## config.mk

```make
export PLATFORM = sky130hd
export DESIGN_NAME = a5_burst_cipher
export DESIGN_NICKNAME = d
export VERILOG_FILES = /design/src/rtl/a5_burst_cipher_pkg.sv /design/src/rtl/a5_ks_packer.sv /design/src/rtl/a5_burst_cipher.sv
export SDC_FILE = /design/constraint.sdc
export NUM_CORES = 1
export LEC_CHECK = 0
export ABC_CLOCK_PERIOD_IN_PS = 3610
export CAP_MARGIN = 20
export CORE_ASPECT_RATIO = 0.7
export CORE_UTILIZATION = 38
export DETAILED_ROUTE_END_ITERATION = 7
export GPL_TIMING_DRIVEN = 1
export PLACE_DENSITY = 0.76
export SYNTH_ARGS = -nofsm -noshare
export SYNTH_HDL_FRONTEND = slang
export SYNTH_SLANG_ARGS = --single-unit
export TNS_END_PERCENT = 100
```

## constraint.sdc

```tcl
create_clock -name clk -period 3.61 [get_ports clk]
set_input_delay 0.722 -clock clk [delete_from_list [all_inputs] [get_ports clk]]
set_output_delay 0.722 -clock clk [all_outputs]
set_load 0.01 [all_outputs]
```

## src/rtl/a5_burst_cipher_pkg.sv

```systemverilog
// Shared types and constants for the A5 burst cipher consumer.
package a5_burst_cipher_pkg;

    localparam int unsigned KEY_BITS        = 64;
    localparam int unsigned FRAME_BITS      = 22;
    localparam int unsigned BURST_BITS_DEF  = 228;
    localparam int unsigned DATA_W_DEF      = 4;
    localparam int unsigned WORDS_PER_BURST = BURST_BITS_DEF / DATA_W_DEF;

    typedef enum logic [2:0] {
        ST_IDLE,
        ST_LOAD,
        ST_WARMUP,
        ST_RUN,
        ST_DONE
    } state_e;

endpackage

```

## src/rtl/a5_ks_packer.sv

```systemverilog
// Collects generator keystream bits LSB-first into a DATA_W-bit word.
module a5_ks_packer #(
    parameter int unsigned DATA_W = 4
) (
    input  logic              clk,
    input  logic              rst,
    input  logic              clr,
    input  logic              cap,
    input  logic              gen_q,
    output logic [DATA_W-1:0] ks_word,
    output logic              ks_full
);

    localparam int unsigned CNT_W = $clog2(DATA_W + 1);

    logic [CNT_W-1:0]  ks_cnt_q, ks_cnt_d;
    logic [DATA_W-1:0] ks_word_q, ks_word_d;

    always_comb begin
        ks_cnt_d  = ks_cnt_q;
        ks_word_d = ks_word_q;
        if (clr) begin
            // Refill begins in the clearing cycle, so a capture lands in bit 0.
            ks_word_d    = '0;
            ks_word_d[0] = cap & gen_q;
            ks_cnt_d     = cap ? CNT_W'(1) : '0;
        end else if (cap) begin
            for (int unsigned i = 0; i < DATA_W; i++) begin
                if (ks_cnt_q == CNT_W'(i)) begin
                    ks_word_d[i] = gen_q;
                end
            end
            if (ks_cnt_q != CNT_W'(DATA_W)) begin
                ks_cnt_d = ks_cnt_q + 1'b1;
            end
        end
    end

    always_ff @(posedge clk or posedge rst) begin
        if (rst) begin
            ks_cnt_q  <= '0;
            ks_word_q <= '0;
        end else begin
            ks_cnt_q  <= ks_cnt_d;
            ks_word_q <= ks_word_d;
        end
    end

    assign ks_word = ks_word_q;
    assign ks_full = (ks_cnt_q == CNT_W'(DATA_W));

endmodule

```

## src/rtl/a5_burst_cipher.sv

```systemverilog
// Drives an external A5 keystream generator and XORs its packed keystream
// onto a valid/ready word stream, one BURST_BITS burst per configuration.
module a5_burst_cipher
    import a5_burst_cipher_pkg::*;
#(
    parameter int unsigned DATA_W     = DATA_W_DEF,
    parameter int unsigned BURST_BITS = BURST_BITS_DEF
) (
    input  logic                  clk,
    input  logic                  reset,
    input  logic                  cfg_valid,
    output logic                  cfg_ready,
    input  logic [KEY_BITS-1:0]   cfg_key,
    input  logic [FRAME_BITS-1:0] cfg_frame,
    input  logic                  abort,
    input  logic                  in_valid,
    output logic                  in_ready,
    input  logic [DATA_W-1:0]     in_data,
    output logic                  out_valid,
    input  logic                  out_ready,
    output logic [DATA_W-1:0]     out_data,
    output logic                  done,
    output logic                  gen_load,
    output logic                  gen_stall,
    output logic [KEY_BITS-1:0]   gen_key,
    output logic [FRAME_BITS-1:0] gen_frame,
    input  logic                  gen_q,
    input  logic                  gen_valid
);

    localparam int unsigned WORDS = BURST_BITS / DATA_W;
    localparam int unsigned WC_W  = $clog2(WORDS + 1);

    state_e                state_q, state_d;
    logic [KEY_BITS-1:0]   key_q, key_d;
    logic [FRAME_BITS-1:0] frame_q, frame_d;
    logic                  out_valid_q, out_valid_d;
    logic [DATA_W-1:0]     out_data_q, out_data_d;
    logic [WC_W-1:0]       word_cnt_q, word_cnt_d;

    logic [DATA_W-1:0] ks_word;
    logic              ks_full;
    logic              accept, capture, abort_act, last_word, ks_clr;

    assign abort_act = abort && (state_q != ST_IDLE);
    assign last_word = (word_cnt_q == WC_W'(WORDS - 1));

    always_ff @(posedge clk or posedge reset) begin
        if (reset) begin
            state_q     <= ST_IDLE;
            key_q       <= '0;
            frame_q     <= '0;
            out_valid_q <= 1'b0;
            out_data_q  <= '0;
            word_cnt_q  <= '0;
        end else begin
            state_q     <= state_d;
            key_q       <= key_d;
            frame_q     <= frame_d;
            out_valid_q <= out_valid_d;
            out_data_q  <= out_data_d;
            word_cnt_q  <= word_cnt_d;
        end
    end

    always_comb begin
        state_d = state_q;
        case (state_q)
            ST_IDLE:   if (cfg_valid) state_d = ST_LOAD;
            ST_LOAD:   state_d = ST_WARMUP;
            ST_WARMUP: if (gen_valid) state_d = ST_RUN;
            ST_RUN:    if (accept && last_word) state_d = ST_DONE;
            ST_DONE:   state_d = ST_IDLE;
            default:   state_d = ST_IDLE;
        endcase
        if (abort_act) state_d = ST_IDLE;
    end

    // The generator only advances when a bit is captured, so stall covers
    // every cycle in which the packer could not take a new bit.
    always_comb begin
        cfg_ready = 1'b0;
        gen_load  = 1'b0;
        gen_stall = 1'b1;
        in_ready  = 1'b0;
        done      = 1'b0;
        accept    = 1'b0;
        case (state_q)
            ST_IDLE:   cfg_ready = 1'b1;
            ST_LOAD: begin
                gen_load  = 1'b1;
                gen_stall = 1'b0;
            end
            ST_WARMUP: gen_stall = 1'b0;
            ST_RUN: begin
                in_ready  = ks_full && (!out_valid_q || out_ready);
                accept    = in_valid && in_ready && !abort;
                gen_stall = (ks_full && !accept) || (last_word && accept);
            end
            ST_DONE:   done = 1'b1;
            default:   ;
        endcase
        if (abort_act) begin
            gen_stall = 1'b1;
            done      = 1'b0;
        end
        capture = gen_valid && !gen_stall && (state_q == ST_WARMUP || state_q == ST_RUN);
        ks_clr  = (state_q == ST_LOAD) || accept;
    end

    always_comb begin
        key_d       = key_q;
        frame_d     = frame_q;
        out_valid_d = out_valid_q;
        out_data_d  = out_data_q;
        word_cnt_d  = word_cnt_q;
        if (state_q == ST_IDLE && cfg_valid) begin
            key_d   = cfg_key;
            frame_d = cfg_frame;
        end
        if (state_q == ST_LOAD) begin
            word_cnt_d = '0;
        end else if (accept && word_cnt_q != WC_W'(WORDS)) begin
            word_cnt_d = word_cnt_q + 1'b1;
        end
        if (abort_act) begin
            out_valid_d = 1'b0;
        end else if (accept) begin
            out_valid_d = 1'b1;
            out_data_d  = in_data ^ ks_word;
        end else if (out_ready) begin
            out_valid_d = 1'b0;
        end
    end

    a5_ks_packer #(.DATA_W(DATA_W)) u_packer (
        .clk     (clk),
        .rst     (reset),
        .clr     (ks_clr),
        .cap     (capture),
        .gen_q   (gen_q),
        .ks_word (ks_word),
        .ks_full (ks_full)
    );

    assign out_valid = out_valid_q;
    assign out_data  = out_data_q;
    assign gen_key   = key_q;
    assign gen_frame = frame_q;

endmodule

```

Word-level counts from Yosys, hierarchy flattened
Index checks and enable logic that the tools add are counted.
{"block": "classes", "add_sub_neg": 2, "n_eq_ne": 14, "muxes": 28, "bitwise_logic": 3, "n_reduce_logical": 38}
{"cell": "3-bit two-way mux", "n": 7}
{"cell": "1-bit two-way mux", "n": 15}
{"cell": "2-bit nonzero test", "n": 7}
{"cell": "3-bit by 2-bit == test with 1-bit output, second input constant", "n": 4}
{"cell": "6-bit two-way mux", "n": 2}
{"cell": "3-bit inequality test, second input constant", "n": 4}
{"cell": "3-bit one-hot mux with 4 select lines", "n": 1}
{"cell": "2-bit AND reduction", "n": 6}
{"cell": "1-bit logical AND", "n": 11}
{"cell": "4-bit two-way mux", "n": 2}
{"cell": "6-bit by 1-bit adder with 6-bit output, second input constant", "n": 1}
{"cell": "3-bit by 1-bit == test with 1-bit output, second input constant", "n": 2}
{"cell": "3-bit == test, second input constant", "n": 2}
{"cell": "6-bit == test, second input constant", "n": 1}
{"cell": "3-bit zero test", "n": 2}
{"cell": "6-bit inequality test, second input constant", "n": 1}
{"cell": "3-bit nonzero test", "n": 2}
{"cell": "1-bit zero test", "n": 4}
{"cell": "1-bit logical OR", "n": 4}
{"cell": "4-bit bitwise XOR", "n": 1}
{"cell": "3-bit by 1-bit adder with 3-bit output, second input constant", "n": 1}
{"cell": "3-bit AND reduction", "n": 1}
{"cell": "1-bit one-hot mux with 2 select lines", "n": 1}
{"cell": "2-bit OR reduction", "n": 1}
{"cell": "other kinds (2)", "n": 2}
{"block": "word_totals", "register_bits": 107, "in_bits": 98, "out_inout_bits": 96, "wordCells": 96}

Longest topological paths before layout
{"block": "depth", "ltp_word": 15, "depth_mapped": 8, "depth_no_buf": 7}

Hierarchy
A second synthesis with hierarchy kept.
{"block": "unflattened", "cells_unflattened": 316, "area_unflattened_um2": 4446.8}
{"mod": "a5_burst_cipher", "instances": 1, "cells_per_inst": 272, "area_each_um2": 4022.6, "seq_area_each_um2": 2502.4}
{"mod": "a5_ks_packer", "instances": 1, "cells_per_inst": 44, "area_each_um2": 424.2, "seq_area_each_um2": 175.2}

Worst setup path after synthesis
No wires, ideal clock.
{"block": "synth_timing", "kind": "in2out", "startpoint": "in out_ready", "endpoint": "out gen_stall", "arrival_ns": 1.386, "required_ns": 2.888, "slack_ns": 1.502, "cell_stages": 3, "n_path_buf": 0, "cell_sequence": "nor2b_1 a211oi_1 o21ai_0"}
{"block": "synth_between", "elab_chain_len": 9, "word_cells_on_any_way": 10, "classes_between": "mux: 2; reduce/logical: 8"}
{"element": "start: declaration", "line": "a5_burst_cipher.sv:20", "text": "input logic out_ready,"}
{"element": "1-bit logical OR *", "line": "a5_burst_cipher.sv:96", "text": "in_ready = ks_full && (!out_valid_q || out_ready);"}
{"element": "1-bit logical AND *", "line": "a5_burst_cipher.sv:96"}
{"element": "1-bit logical AND * (2 in series)", "line": "a5_burst_cipher.sv:97", "text": "accept = in_valid && in_ready && !abort;"}
{"element": "1-bit zero test", "line": "a5_burst_cipher.sv:98", "text": "gen_stall = (ks_full && !accept) || (last_word && accept);"}
{"element": "1-bit logical AND", "line": "a5_burst_cipher.sv:98"}
{"element": "1-bit logical OR *", "line": "a5_burst_cipher.sv:98"}
{"element": "1-bit one-hot mux with 2 select lines *", "line": "a5_burst_cipher.sv:88", "text": "case (state_q)"}
{"element": "1-bit two-way mux *", "line": "a5_burst_cipher.sv:103", "text": "if (abort_act) begin"}
{"element": "end: declaration", "line": "a5_burst_cipher.sv:24", "text": "output logic gen_stall,"}
Mark *: on every way between the ends. The rest lies on a longest branch, timed or not.

Worst setup path in the final report
{"block": "layout_timing", "startpoint": "in abort", "endpoint": "out gen_stall"}
{"block": "layout_between", "elab_chain_len": 7, "word_cells_on_any_way": 9, "classes_between": "mux: 2; reduce/logical: 7"}
{"element": "start: declaration", "line": "a5_burst_cipher.sv:15", "text": "input logic abort,"}
{"element": "1-bit zero test", "line": "a5_burst_cipher.sv:97"}
{"element": "1-bit logical AND", "line": "a5_burst_cipher.sv:97"}
{"element": "1-bit zero test", "line": "a5_burst_cipher.sv:98"}
{"element": "1-bit logical AND", "line": "a5_burst_cipher.sv:98"}
{"element": "1-bit logical OR", "line": "a5_burst_cipher.sv:98"}
{"element": "1-bit one-hot mux with 2 select lines", "line": "a5_burst_cipher.sv:88"}
{"element": "1-bit two-way mux *", "line": "a5_burst_cipher.sv:103"}
Marked as above.

==> impl_metrics.yaml <==
route:
  post_drt_via_cell_ratio: 4.78
  drt_iter0_drc: 110
  drt_pass1_iterations: 4
  drc: 0
  routed-via-count: 3225
  wl_per_cell_um: 15.1
  ant_nets: 0
  routed_wl_mm: 10.1
yosys:
  postSynthCellCount: 319
  ys_types: 38
  synth_compound_area_share_pct: 4.64
  yosysWarningCount: 0
  synth_area_um2: 4420
  synthSimpleGateAreaFrac_pct: 6.53
  syn_nets: 425
  synthAdderAreaFrac_pct: 2.26
  synth_xor_area_share_pct: 1.58
  synth.area.mux_share_pct: 21.9
  avgSynthCellArea_um2: 13.9
  synth_seq_cells: 107
  seq_area_frac_synth_pct: 60.5
  synth_top_family_by_area: "multiplexers"
clocking:
  cts-root-buf: "clkbuf_16"
  clkSinkCount: 107
  postCtsSetupBuffers: 0
  clockBufferDepth: 2
  path_clk_slew_ns: 0.07
  postCtsHoldBufs: 0
  numCtsBuffers: 9
  htree_num_levels: 3
  clk_latency_ns: 0.34
  ctsResizeCount: 0
  cts_tree: "built"
final_layout:
  antenna_cells: 0
  nets: 622
  utilization_pct: 61.3
  drive_gt1_share_pct: 21.5
  final_common_cell: "clkdlybuf4s50_1"
  final_cell_mix: "clkdlybuf4s50_1, dfrtp_1, mux2_2"
  area_delta_synth_final_pct: 54.8
power:
  pwr-share-seq_pct: 40.2
  p_per_area_nw_per_um2: 638
  leakage_nw: 2.81
  internal_power_w: 0.00315
  sw_frac_of_total_pct: 27.8
  switchingPower_w: 0.00121
  ir_worst_vdd_mv: 0.331
  combPwrFrac_pct: 37.1
  clkPwrFrac_pct: 22.7
timing:
  tns_ns: 0
  finalCritPeriodShare_pct: 86.4
  post-route-min-period_ns: 3.12
  slew_headroom_pct: 48.4
  slew_violations: 0
  rsz0062_at_grt: "false"
  final-setup-viol-count: 0
  fmax_ghz: 0.321
  fin_worst_skew_ns: 0.00735
  worst-slew-pin-transition_ns: 0.767
  finalHoldViolations: 0
critical_path:
  cp_max_fo: 5
  cp_data_arrival_time_ns: 2.40
  end_kind: "output pin"
  worstSetupStartpointType: "input pin"
  crit_start: "abort"
  worstSetupPathType: "in2out"
  critPathRequiredTime_ns: 2.89
  r2r_start: "u_packer.ks_cnt_q[0]$_DFFE_PP0P_"
global_route:
  grt_use_total_pct: 17.6
  grt_max_degree: 55
  grt_pass1_vias: 3280
  antenna_found_initial: 0
  grt_pass1_wl_mm: 16.1
  grt_remaining_overflow: 0
place:
  io_buffers: 193
  place_hpwl_mm: 7.56
  gp_congestion: 0.817
floorplan:
  pin_count: 194
  start_util_pct: 39.6
  die_w_um: 131
  row_count: 32
  die_h_um: 92.3
  dieArea_um2: 12100
  core_area_um2: 11200
hold_path:
  hold_path.startpoint: "out_data[1]$_DFFE_PP0P_"
  hold_path.class: "reg2reg"
outcome:
  status: "finished clean"
run:
  max_cap_violations: 0
## power by group through the flow
stage	sequential, W	clock, W	combinational [W]
floorplan	0.00193	0	0.000514
global placement	0.00176	0	0.00161
detailed placement	0.00178	0	0.00164
CTS	0.00176	0.00103	0.00164
global route	0.00181	0.00107	0.00173
finish	0.00176	0.000989	0.00162
## Yosys cell counts
cell type	instances	area [um2]
o21a_1	1	7.51
or3_1	1	6.26
o41ai_2	1	16.3
nand2_1	16	60.1
a211oi_1	1	7.51
ha_1	8	100
o31ai_1	1	7.51
buf_4	5	37.5
mux2_2	86	968
nor3_1	3	15.0
a32oi_1	1	8.76
nor2_1	8	30.0
o32a_1	1	10.0
and3_1	2	12.5
o21ai_0	14	70.1
o22ai_1	1	6.26
clkbuf_1	1	3.75
xor2_1	2	17.5
o311ai_0	1	8.76
and2_1	4	25.0
buf_2	7	35.0
a21o_1	1	7.51
xnor2_1	6	52.6
a21oi_1	5	25.0
nor4bb_1	1	10.0
or4_4	1	11.3
nor2b_1	4	25.0
o211ai_1	2	15.0
and4b_1	1	10.0
o41ai_1	1	8.76
nor4_1	1	6.26
inv_1	10	37.5
nand2b_4	1	13.8
dfrtp_1	107	2680
nand2b_1	2	12.5
a31oi_1	1	6.26
nand4_1	1	6.26
nand3_1	9	45.0
## per-stage QoR
step                instances  cell area (um2)  hold WS (ns)  setup slack, ns  power [W]
global route              674             6850         0.515            0.297    0.00462
CTS                       673             6840         0.487            0.500    0.00444
detailed placement        657             6540         0.470            0.505    0.00342
floorplan                 319             4420         0.493           0.0708    0.00245
finish                    674             6850         0.478            0.492    0.00437
global placement          657             6540         0.460            0.532    0.00337
## logic make-up after synthesis
kind of cell,count (synthesis)
compound gates,32
mux,86
buf+inv,23
flops,107
simple gates,55
fa+ha+maj,8
xor+xnor,8
## per-layer routing
| metal | vias up | global-route usage [%] | part of all wire [%] |
|---|---|---|---|
| li1 | 1517 | - | - |
| met1 | 1561 | 21.5 | 44 |
| met2 | 139 | 28.2 | 46 |
| met3 | 8 | 7.18 | 9.3 |
| met4 | 0 | 5.17 | 0.89 |
| met5 | - | 0 | 0 |
## worst max-delay path, stage by stage
cell and delay [ns]:
clkdlybuf4s50_1 0.48, nand2b_1 0.24, a211oi_1 0.33, o21ai_0 0.13
clkdlybuf4s50_1 0.49
## worst paths after layout
check | to | slack, ns | depth (start not counted)
min in group asynchronous | gen_key[44]$_DFFE_PP0P_ | 0.75 | 2
max | gen_stall | 0.49 | 5
max reg2reg | u_packer.ks_word[1]$_DFFE_PP0P_ | 1.39 | 8
max in group asynchronous | gen_key[1]$_DFFE_PP0P_ | 2.22 | 3
min | out_data[1]$_DFFE_PP0P_ | 0.48 | 2
min reg2reg | out_data[1]$_DFFE_PP0P_ | 0.48 | 2
## sequential cells by signal, summed over array words and instances, names as in the netlist
| register | count |
|---|---|
| word_cnt_q | 6 |
| state_q | 3 |
| gen_key | 64 |
| gen_frame | 22 |
| out_valid | 1 |
| u_packer.ks_cnt_q | 3 |
| out_data | 4 |
| u_packer.ks_word | 4 |
## layout make-up
type | count | area [um2]
Fill cell | 863 | 4320
Clock inverter | 5 | 60.1
Multi-Input combinational cell | 189 | 1640
Inverter | 10 | 40.0
Clock buffer | 11 | 243
Timing Repair Buffer | 199 | 2000
Tap cell | 153 | 191
Sequential cell | 107 | 2680
No activity file was read; power rests on OpenSTA's default activity.
